`src/rtl/demux_wr_strobe_pkg.sv`:
```
// Shared request-mode constants and FSM state encoding for the row write-strobe demux.
package demux_wr_strobe_pkg;

  localparam logic [1:0] MODE_SINGLE = 2'b00;
  localparam logic [1:0] MODE_BCAST  = 2'b01;
  localparam logic [1:0] MODE_SWEEP  = 2'b10;
  localparam logic [1:0] MODE_RSVD   = 2'b11;

  typedef enum logic {
    ST_IDLE  = 1'b0,
    ST_SWEEP = 1'b1
  } state_e;

endpackage

```
`src/rtl/demux_wr_strobe_if.sv`:
```
// Write-request handshake between the memory controller (master) and the strobe demux (slave).
interface demux_wr_strobe_if #(
  parameter int ADDR_W = 3,
  parameter int DATA_W = 8
);
  logic              req_valid;
  logic              req_ready;
  logic [1:0]        req_mode;
  logic [ADDR_W-1:0] req_adr;
  logic [DATA_W-1:0] req_data;

  modport master (output req_valid, req_mode, req_adr, req_data, input req_ready);
  modport slave  (input req_valid, req_mode, req_adr, req_data, output req_ready);
endinterface

```
`src/rtl/demux_wr_strobe_demux1ton.sv`:
```
// Combinational 1-to-N demux: routes inp onto the output bit selected by adr.
module demux1ton #(
  parameter int   ADDR_W = 3,
  localparam int  N      = 1 << ADDR_W
) (
  input  logic              inp,
  input  logic [ADDR_W-1:0] adr,
  output logic [N-1:0]      outp
);

  for (genvar gi = 0; gi < N; gi++) begin : g_row
    assign outp[gi] = inp && (adr == ADDR_W'(gi));
  end

endmodule

```
`src/rtl/demux_wr_strobe.sv`:
```
// Registered row write-strobe generator: single, broadcast and sweep writes over a
// valid/ready request channel.
module demux_wr_strobe
  import demux_wr_strobe_pkg::*;
#(
  parameter int  ADDR_W = 3,
  parameter int  DATA_W = 8,
  localparam int N      = 1 << ADDR_W
) (
  input  logic               clk,
  input  logic               rst,
  demux_wr_strobe_if.slave   req,
  output logic [N-1:0]       wr_sel,
  output logic [DATA_W-1:0]  wr_data,
  output logic               busy,
  output logic               done,
  output logic               err
);

  localparam logic [ADDR_W-1:0] LAST_ROW = ADDR_W'(N - 1);

  state_e            state_q, state_d;
  logic [ADDR_W-1:0] cnt_q, cnt_d;
  logic [N-1:0]      sel_q, sel_d;
  logic [DATA_W-1:0] data_q, data_d;
  logic              busy_q, busy_d;
  logic              done_q, done_d;
  logic              err_q, err_d;

  logic              accept;
  logic [ADDR_W-1:0] dec_adr;
  logic [N-1:0]      dec_out;

  assign req.req_ready = (state_q == ST_IDLE) && !rst;
  assign accept        = req.req_valid && req.req_ready;

  // One decoder serves both paths: the sweep counter while sweeping, row 0 when a
  // sweep is being launched, otherwise the requested row.
  assign dec_adr = (state_q == ST_SWEEP)          ? cnt_q :
                   (req.req_mode == MODE_SWEEP)   ? '0    : req.req_adr;

  demux1ton #(.ADDR_W(ADDR_W)) u_dec (
    .inp  (1'b1),
    .adr  (dec_adr),
    .outp (dec_out)
  );

  always_comb begin
    state_d = state_q;
    cnt_d   = cnt_q;
    sel_d   = '0;
    data_d  = data_q;
    busy_d  = 1'b0;
    done_d  = 1'b0;
    err_d   = 1'b0;
    case (state_q)
      ST_IDLE: begin
        if (accept) begin
          case (req.req_mode)
            MODE_SINGLE: begin
              sel_d  = dec_out;
              data_d = req.req_data;
            end
            MODE_BCAST: begin
              sel_d  = '1;
              data_d = req.req_data;
            end
            MODE_SWEEP: begin
              sel_d   = dec_out;
              data_d  = req.req_data;
              busy_d  = 1'b1;
              cnt_d   = ADDR_W'(1);
              state_d = ST_SWEEP;
            end
            default: err_d = 1'b1;
          endcase
        end
      end
      ST_SWEEP: begin
        sel_d  = dec_out;
        busy_d = 1'b1;
        // Terminal row compared explicitly so the counter never relies on wrapping.
        if (cnt_q == LAST_ROW) begin
          done_d  = 1'b1;
          cnt_d   = '0;
          state_d = ST_IDLE;
        end else begin
          cnt_d = cnt_q + ADDR_W'(1);
        end
      end
      default: state_d = ST_IDLE;
    endcase
  end

  always_ff @(posedge clk) begin
    if (rst) begin
      state_q <= ST_IDLE;
      cnt_q   <= '0;
      sel_q   <= '0;
      data_q  <= '0;
      busy_q  <= 1'b0;
      done_q  <= 1'b0;
      err_q   <= 1'b0;
    end else begin
      state_q <= state_d;
      cnt_q   <= cnt_d;
      sel_q   <= sel_d;
      data_q  <= data_d;
      busy_q  <= busy_d;
      done_q  <= done_d;
      err_q   <= err_d;
    end
  end

  assign wr_sel  = sel_q;
  assign wr_data = data_q;
  assign busy    = busy_q;
  assign done    = done_q;
  assign err     = err_q;

endmodule
```
`src/flat_wrapper.sv`:
```
// flat-port wrapper written by rule: the top's interface ports become plain ports
module demux_wr_strobe_flat import demux_wr_strobe_pkg::*;
#(
  parameter int  ADDR_W = 3,
  parameter int  DATA_W = 8,
  localparam int N      = 1 << ADDR_W
)
  (clk, rst, wr_sel, wr_data, busy, done, err, req_req_valid, req_req_mode, req_req_adr, req_req_data, req_req_ready);
  demux_wr_strobe_if #(.ADDR_W(ADDR_W), .DATA_W(DATA_W)) req_i ();
  input  logic clk;
  input  logic rst;
  output logic [N-1:0] wr_sel;
  output logic [DATA_W-1:0] wr_data;
  output logic busy;
  output logic done;
  output logic err;
  input wire logic [$bits(req_i.req_valid)-1:0] req_req_valid;
  input wire logic [$bits(req_i.req_mode)-1:0] req_req_mode;
  input wire logic [$bits(req_i.req_adr)-1:0] req_req_adr;
  input wire logic [$bits(req_i.req_data)-1:0] req_req_data;
  output wire logic [$bits(req_i.req_ready)-1:0] req_req_ready;
  assign req_i.req_valid = req_req_valid;
  assign req_i.req_mode = req_req_mode;
  assign req_i.req_adr = req_req_adr;
  assign req_i.req_data = req_req_data;
  assign req_req_ready = req_i.req_ready;
  demux_wr_strobe #(.ADDR_W(ADDR_W), .DATA_W(DATA_W)) u_core (.clk(clk), .rst(rst), .req(req_i), .wr_sel(wr_sel), .wr_data(wr_data), .busy(busy), .done(done), .err(err));
endmodule
```
`config.mk`:
```
export PLATFORM = sky130hd
export DESIGN_NAME = demux_wr_strobe_flat
export DESIGN_NICKNAME = d
export VERILOG_FILES = /design/src/rtl/demux_wr_strobe_pkg.sv /design/src/rtl/demux_wr_strobe_if.sv /design/src/rtl/demux_wr_strobe_demux1ton.sv /design/src/rtl/demux_wr_strobe.sv /design/src/flat_wrapper.sv
export SDC_FILE = /design/constraint.sdc
export NUM_CORES = 1
export LEC_CHECK = 0
export ABC_AREA = 1
export ABC_CLOCK_PERIOD_IN_PS = 3540
export CORE_UTILIZATION = 36
export DETAILED_ROUTE_END_ITERATION = 6
export PLACE_DENSITY = 0.79
export SLEW_MARGIN = 20
export SYNTH_ARGS = -nofsm -noshare
export SYNTH_HDL_FRONTEND = slang
export SYNTH_SLANG_ARGS = --single-unit
```
`constraint.sdc`:
```
create_clock -name clk -period 3.54 [get_ports clk]
set_input_delay 0.708 -clock clk [delete_from_list [all_inputs] [get_ports clk]]
set_output_delay 0.708 -clock clk [all_outputs]
set_load 0.05 [all_outputs]
```
# Yosys cells after proc, flatten, opt, wreduce, memory -nomap -nowiden
# Cells that the tools add are included.
# classes
addsub,1
n_eq_ne,12
n_mux,16
bitwise,2
n_reduce_logical,11
# op_table
op,n
$pmux 8 s2,2
$eq 3x3->1 const B,5
$mux 3,5
$mux 8,1
$eq 3x2->1 const B,2
$pmux 3 s2,1
$reduce_or 3->1,2
$mux 1,5
$pmux 1 s2,2
$reduce_or 2->1,2
$add 3x1->3 const B,1
$eq 3x1->1 const B,1
$logic_not 3->1,1
$reduce_and 3->1,1
$eq 2x1->1 const B,1
$eq 2x2->1 const B,1
$logic_and 1x1->1,2
$logic_not 2->1,1
$ne 2x1->1 const B,1
$ne 2x2->1 const B,1
$not 1->1,2
$reduce_and 2->1,1
$logic_not 1->1,1
# word_totals
register_bits,23
in_bits,16
output_inout_bits,20
word_cells,49

# Logic depth before layout (Yosys ltp)
# Gate-level depths: netlist (run 1).
# depth
word_depth,7
mapped_depth,8
mapped_depth_nobuf,7

# By module
# A second synthesis (run 1) with hierarchy kept.
# hier_totals
hier_cells,164
area_unflattened_um2,1149.9
# by_module_without_submodules
mod,instances,cells_each,area_per_inst_um2,seq_area_each_um2
demux_wr_strobe,1,147,1086.0,460.4
demux1ton,1,17,63.8,0.0

# Worst setup path before layout (run 1)
# Ideal clock, no wire load.
# synth_path
path_kind,input port to output port
startpoint,input rst
endpoint,output req_req_ready
arrival_time_ns,0.994
required_time_ns,2.832
path_slack_ns,1.838
path_stages,1
n_path_buf,0
cell_sequence,nor2_4
# synth_between
elab_chain_len,2
# synth_rtl
element,line_no,rtl
"start, declared",flat_wrapper.sv:11,input logic rst;
$logic_not 1->1,demux_wr_strobe.sv:34,assign req.req_ready = (state_q == ST_IDLE) && !rst;
$logic_and 1x1->1,demux_wr_strobe.sv:34,
"end, declared",flat_wrapper.sv:21,output wire logic [$bits(req_i.req_ready)-1:0] req_req_ready;
# No other way between the ends.

# Worst setup path in the final report (run 1)
# Ends and elaborated chain as after synthesis.

==> metrics, run 1 <==
I/O pin total 36; Inst Count DP 172; synthesized area per cell 8.12 um^2; CTS tree done; final hold violations 0; setup slack after layout 0.623 ns; core area 2280 um^2; htree depth 1; Die Ht 52.0 um; GR Util met2 0.288; clk_skew 0.00332 ns; post-route cell area 1290 um^2; worst min-delay path class reg -> reg; Main synth FF type dfxtp_1; simple-gate share of the synthesized area 0.257; nets 167; maximum root-to-sink buffer count 2; Least-Margin Pin Slew 0.509 ns; adder-cell share of the synthesized area 0.0278; clock transition at the registers of the reported paths 0.11 ns; GPL Wtd Cong 0.807; post-route ant nets 0; met3 Resource Use GR 0.0877; GRT busiest layer met2; standard-cell rows 17; Routed WL per cell 10.3 um; Crit path max-delay family buffers and inverters; share of layout cells above drive strength 1 0.0541; met1 usage 0.178; Synth top area share 0.511; n_diodes 0; Syn Nets 129; critical path cell sequence clkdlybuf4s50_1 -> nor2_4 -> clkdlybuf4s50_1; post-cts hold buffer count 0; area of the multi-input gates 388 um^2; number of max-cap violations 0; Port Buffers 35; period utilization 0.824; maximum vdd ir drop 0.269 mV; setup bufs post-CTS 0; Storage cell area 460 um^2; clk root buf clkbuf_4; Ys Warns 0; vias in the first global route 807; largest net degree at the start of global routing 13; flops & latches, synth 23; library cells used by synthesis 19; first-pass GRT wire length 3.29 mm; xor/xnor share of the synthesized area 0; largest family of logic cells by synthesized area simple AND/OR/NAND/NOR gates; Compound-Gate Fraction of Synth Area 0.146; Critical Path Sink Type output pin; EDFF count, synth 0; Overall Power 496 uW; RSZ-0062 raised after global routing false; cell area after synthesis 901 um^2; Clock Latency Late Sink 0.30 ns; Total Routing Usage GR 0.166; Startpoint Class primary input; total CTS buffers 3; most frequent cells in the layout clkdlybuf4s50_1 (35), dfxtp_1 (23), nor2_1 (21); share of the yosys chip area belonging to registers 0.511; final wirelength 1.82 mm; setup TNS 0 ns; Req. time, crit path 2.83 ns; Pwr Density 385 nW/um^2; Area contributors post-synth dfxtp_1 (51%), nor2_1 (8.8%), nand2_1 (7.5%); Layout area overhead 43.2%; initial antenna violation count 0; P_leak 0.521 nW; CP bufs+invs 2; multiplexer area fraction after synthesis 0; Worst Path Max Fanout 6; initial drt markers 20; Setup Viol. Count Final 0; drc violations 0; commonest non-fill, non-tap cell in the layout clkdlybuf4s50_1; status complete, no violations; critical path's largest stage delay 0.81 ns; most frequent cell on the critical path clkdlybuf4s50_1; post_cts resized 0; filler cell count 198; Slew headroom 0.659; sinks on the clock net 23; Vias per Instance 4.76; Max Clk Rate 343 MHz; cell count after synthesis 111; final slew viol count 0; cell taking the most area after synthesis dfxtp_1; worst slack, placed 0.612 ns; FFs w/ async S/R, synth 0; WP data arrival 2.21 ns; slowest cell on the critical path clkdlybuf4s50_1; Final Non-Filler Cells 176; vias post-DR 837; DRT Pass-1 Iters 4; HPWL Detailed 1.43 mm; Starting Density 0.396; critical path class in -> out; minimum clock period 2.92 ns; Post-DP Area 1260 um^2; total gr overflow 0; Die ar. 2710 um^2; Die Wd 52.0 um
[sequential cells by signal, summed over array words and instances (netlist names)]
register and cells:
u_core.wr_sel 8, u_core.done 1, u_core.cnt_q 3, u_core.busy 1
u_core.wr_data 8, u_core.state_q 1, u_core.err 1
[final timing paths]
check / startpoint / end / slack, ns / cells after the start
setup reg to reg: u_core.state_q / u_core.wr_sel[1] / 2.11 / 5
setup / recovery: rst / req_req_ready / 0.62 / 3
hold / removal: u_core.cnt_q[0] / u_core.cnt_q[0] / 0.49 / 2
hold reg to reg: u_core.cnt_q[0] / u_core.cnt_q[0] / 0.49 / 2
[cell type report]
cell class,instances,area share
flip-flops and latches,23,0.357
clock buffers,4,0.0204
repair buffers,35,0.272
inverters,8,0.0233
well taps,28,0.0272
multi-input cells,78,0.301
[synth_stat cells (2+ instances only)]
cell     count
dfxtp_1     23
nor2_1      21
nand2_1     18
a21oi_1     11
nand3_1      9
o21ai_0      8
inv_1        7
buf_6        2
ha_1         2
[worst min-delay path, delay by kind of cell (launching register included)]
| family | cells | cell delay [ns] |
|---|---|---|
| DFF | 1 | 0.35 |
| buffers and inverters | 1 | 0.06 |
| AOI/OAI and AO/OA | 1 | 0.06 |
[where the power goes]
part	switching [mW]	leakage [nW]	internal, mW
combinational	0.0677	0.319	0.0414
clock	0.0687	0.0150	0.0439
sequential	0.00542	0.187	0.269
[layer usage]
metal	up-vias	wire [um]
met1	363	765
met2	37	852
li1	435	-
met4	0	13
met5	-	0
met3	2	187
[per-stage QoR]
stage	hold WS, ns	utilization
global route	0.508	0.567
detailed placement	0.472	0.555
finish	0.492	0.567
global placement	0.460	0.555
CTS	0.489	0.567
floorplan	0.446	-
[logic make-up (layout without fill, tap and decap cells)]
group,count (synthesis),in the layout
AO/OA/AOI/OAI,23,23
flip-flops,23,23
AND/OR/NAND/NOR,53,53
buffers and inverters,10,47
adder cells (fa/ha/maj),2,2
No activity file was read; power rests on OpenSTA's default activity.
==> run 2, diff against run 1 <==
- ABC_CLOCK_PERIOD_IN_PS: 3540 -> 2500
- PLACE_DENSITY: 0.79 -> 0.82
- clock period: 3.54 -> 2.5 ns (I/O delays scaled with it)
==> run 2 against run 1 <==
  * Clock-buffer cell count down 1
  * Routed wire length up 5.9%
  * Power up 45%
  * Core utilization up 0.49 points
  * Setup slack worse by 0.10 ns
  * Non-clock buffer count unchanged
  * Cell count unchanged
  * Critical path type is now reg -> out
==> metrics, run 2 (same netlist as run 1, synthesis figures left out) <==
status complete, no violations; Worst Path Max Fanout 2; n_diodes 0; Starting Density 0.396; Setup Viol. Count Final 0; critical path cell sequence clkdlybuf4s50_1; period utilization 0.793; worst min-delay path class reg -> reg; vias post-DR 886; Overall Power 719 uW; most frequent cells in the layout clkdlybuf4s50_1 (34), dfxtp_1 (23), nor2_1 (21); initial drt markers 13; vias in the first global route 839; Post-DP Area 1270 um^2; HPWL Detailed 1.51 mm; clk root buf clkbuf_4; Pint 502 uW; RSZ-0062 raised after global routing false; Die ar. 2710 um^2; setup bufs post-CTS 0; critical path's largest stage delay 0.81 ns; Comb pwr share 0.220; Slew headroom 0.662; Req. time, crit path 2.00 ns; post_cts resized 0; maximum root-to-sink buffer count 2; standard-cell rows 17; Least-Margin Pin Slew 0.506 ns; final hold violations 0; drc violations 0; Crit path max-delay family buffers and inverters; htree depth 1; largest net degree at the start of global routing 14; Max Clk Rate 505 MHz; critical path class reg -> out; Critical R2R Launch u_core.state_q; Die Ht 52.0 um; FF-to-FF setup slack 1.05 ns; r2r endpoint u_core.wr_sel[7]; slowest cell on the critical path clkdlybuf4s50_1; Sequential Power Share 0.541; P_leak 0.530 nW; Total Routing Usage GR 0.165; hold depth 2; post-cts hold buffer count 0; Critical Path Sink Type output pin; post-route cell area 1300 um^2; final slew viol count 0; Startpoint Class flip-flop; WP data arrival 1.48 ns; CTS tree done; Port Buffers 35; setup TNS 0 ns; commonest non-fill, non-tap cell in the layout clkdlybuf4s50_1; Final Non-Filler Cells 176; GPL Wtd Cong 0.764; post-route ant nets 0; CP bufs+invs 1; maximum vdd ir drop 0.332 mV; Switch Pwr 217 uW; end of the worst hold path u_core.cnt_q[1]; FF-to-FF path depth 5; minimum clock period 1.98 ns; clock transition at the registers of the reported paths 0.13 ns; sinks on the clock net 23; final wirelength 1.93 mm; Worst Hold Launch u_core.cnt_q[1]; DRT Pass-1 Iters 4; core area 2280 um^2; clk_skew 0.00207 ns; first-pass GRT wire length 3.34 mm; initial antenna violation count 0; I/O pin total 36; CP Depth 1; share of layout cells above drive strength 1 0.0676; Clock Latency Late Sink 0.31 ns; Layout area overhead 44.4%; nets 167; clock share of power 0.239; Vias per Instance 5.03; Routed WL per cell 10.9 um; sw frac 0.302; Inst Count DP 172; total gr overflow 0; total CTS buffers 3; Die Wd 52.0 um; number of max-cap violations 0; Pwr Density 552 nW/um^2
run 2: changes by cell type in the layout (fill, tap and decap cells not counted):
cell,delta
clkbuf_1,-1
buf_12,+1
clkinv_2,+1
clkdlybuf4s50_1,-1
run 2: layer usage:
| metal | share of wire | track usage |
|---|---|---|
| met5 | 0 | 0 |
| met4 | 0.0067 | 0.0676 |
| met3 | 0.058 | 0.0322 |
| met2 | 0.49 | 0.280 |
| met1 | 0.45 | 0.200 |
run 2: cell type report:
type | instances | area (um^2)
fillers | 207 | 975
flip-flops and latches | 23 | 460
multi-input cells | 78 | 388
repair buffers | 35 | 360
well taps | 28 | 35.0
inverters | 8 | 30.0
clock buffers | 3 | 22.5
clock inverters | 1 | 5.00
run 2: power groups by stage:
stage | Combinational (mW) | Sequential [mW] | Clock [mW]
after global placement | 0.155 | 0.397 | 0
final | 0.158 | 0.389 | 0.172
after CTS | 0.158 | 0.389 | 0.178
after global routing | 0.169 | 0.391 | 0.194
after detailed placement | 0.158 | 0.397 | 0
after floorplan | 0.0501 | 0.440 | 0
run 2: worst max path at each step:
stage / start / slack [ns] / endpoint
2_1_floorplan: rst / 1.06 / u_core.wr_data[0]
3_3_place_gp: rst / 0.52 / u_core.wr_sel[5]
3_5_place_dp: rst / 0.44 / u_core.wr_sel[7]
4_1_cts: u_core.wr_data[2] / 0.51 / wr_data[2]
5_1_grt: u_core.wr_data[2] / 0.45 / wr_data[2]
6_report: u_core.wr_data[7] / 0.52 / wr_data[7]
run 2: per-stage QoR:
stage | setup WS, ns | util | hold WS [ns]
floorplan | 1.06 | - | 0.446
global placement | 0.524 | 0.560 | 0.462
detailed placement | 0.443 | 0.560 | 0.472
CTS | 0.506 | 0.572 | 0.492
global route | 0.455 | 0.572 | 0.530
finish | 0.518 | 0.572 | 0.498
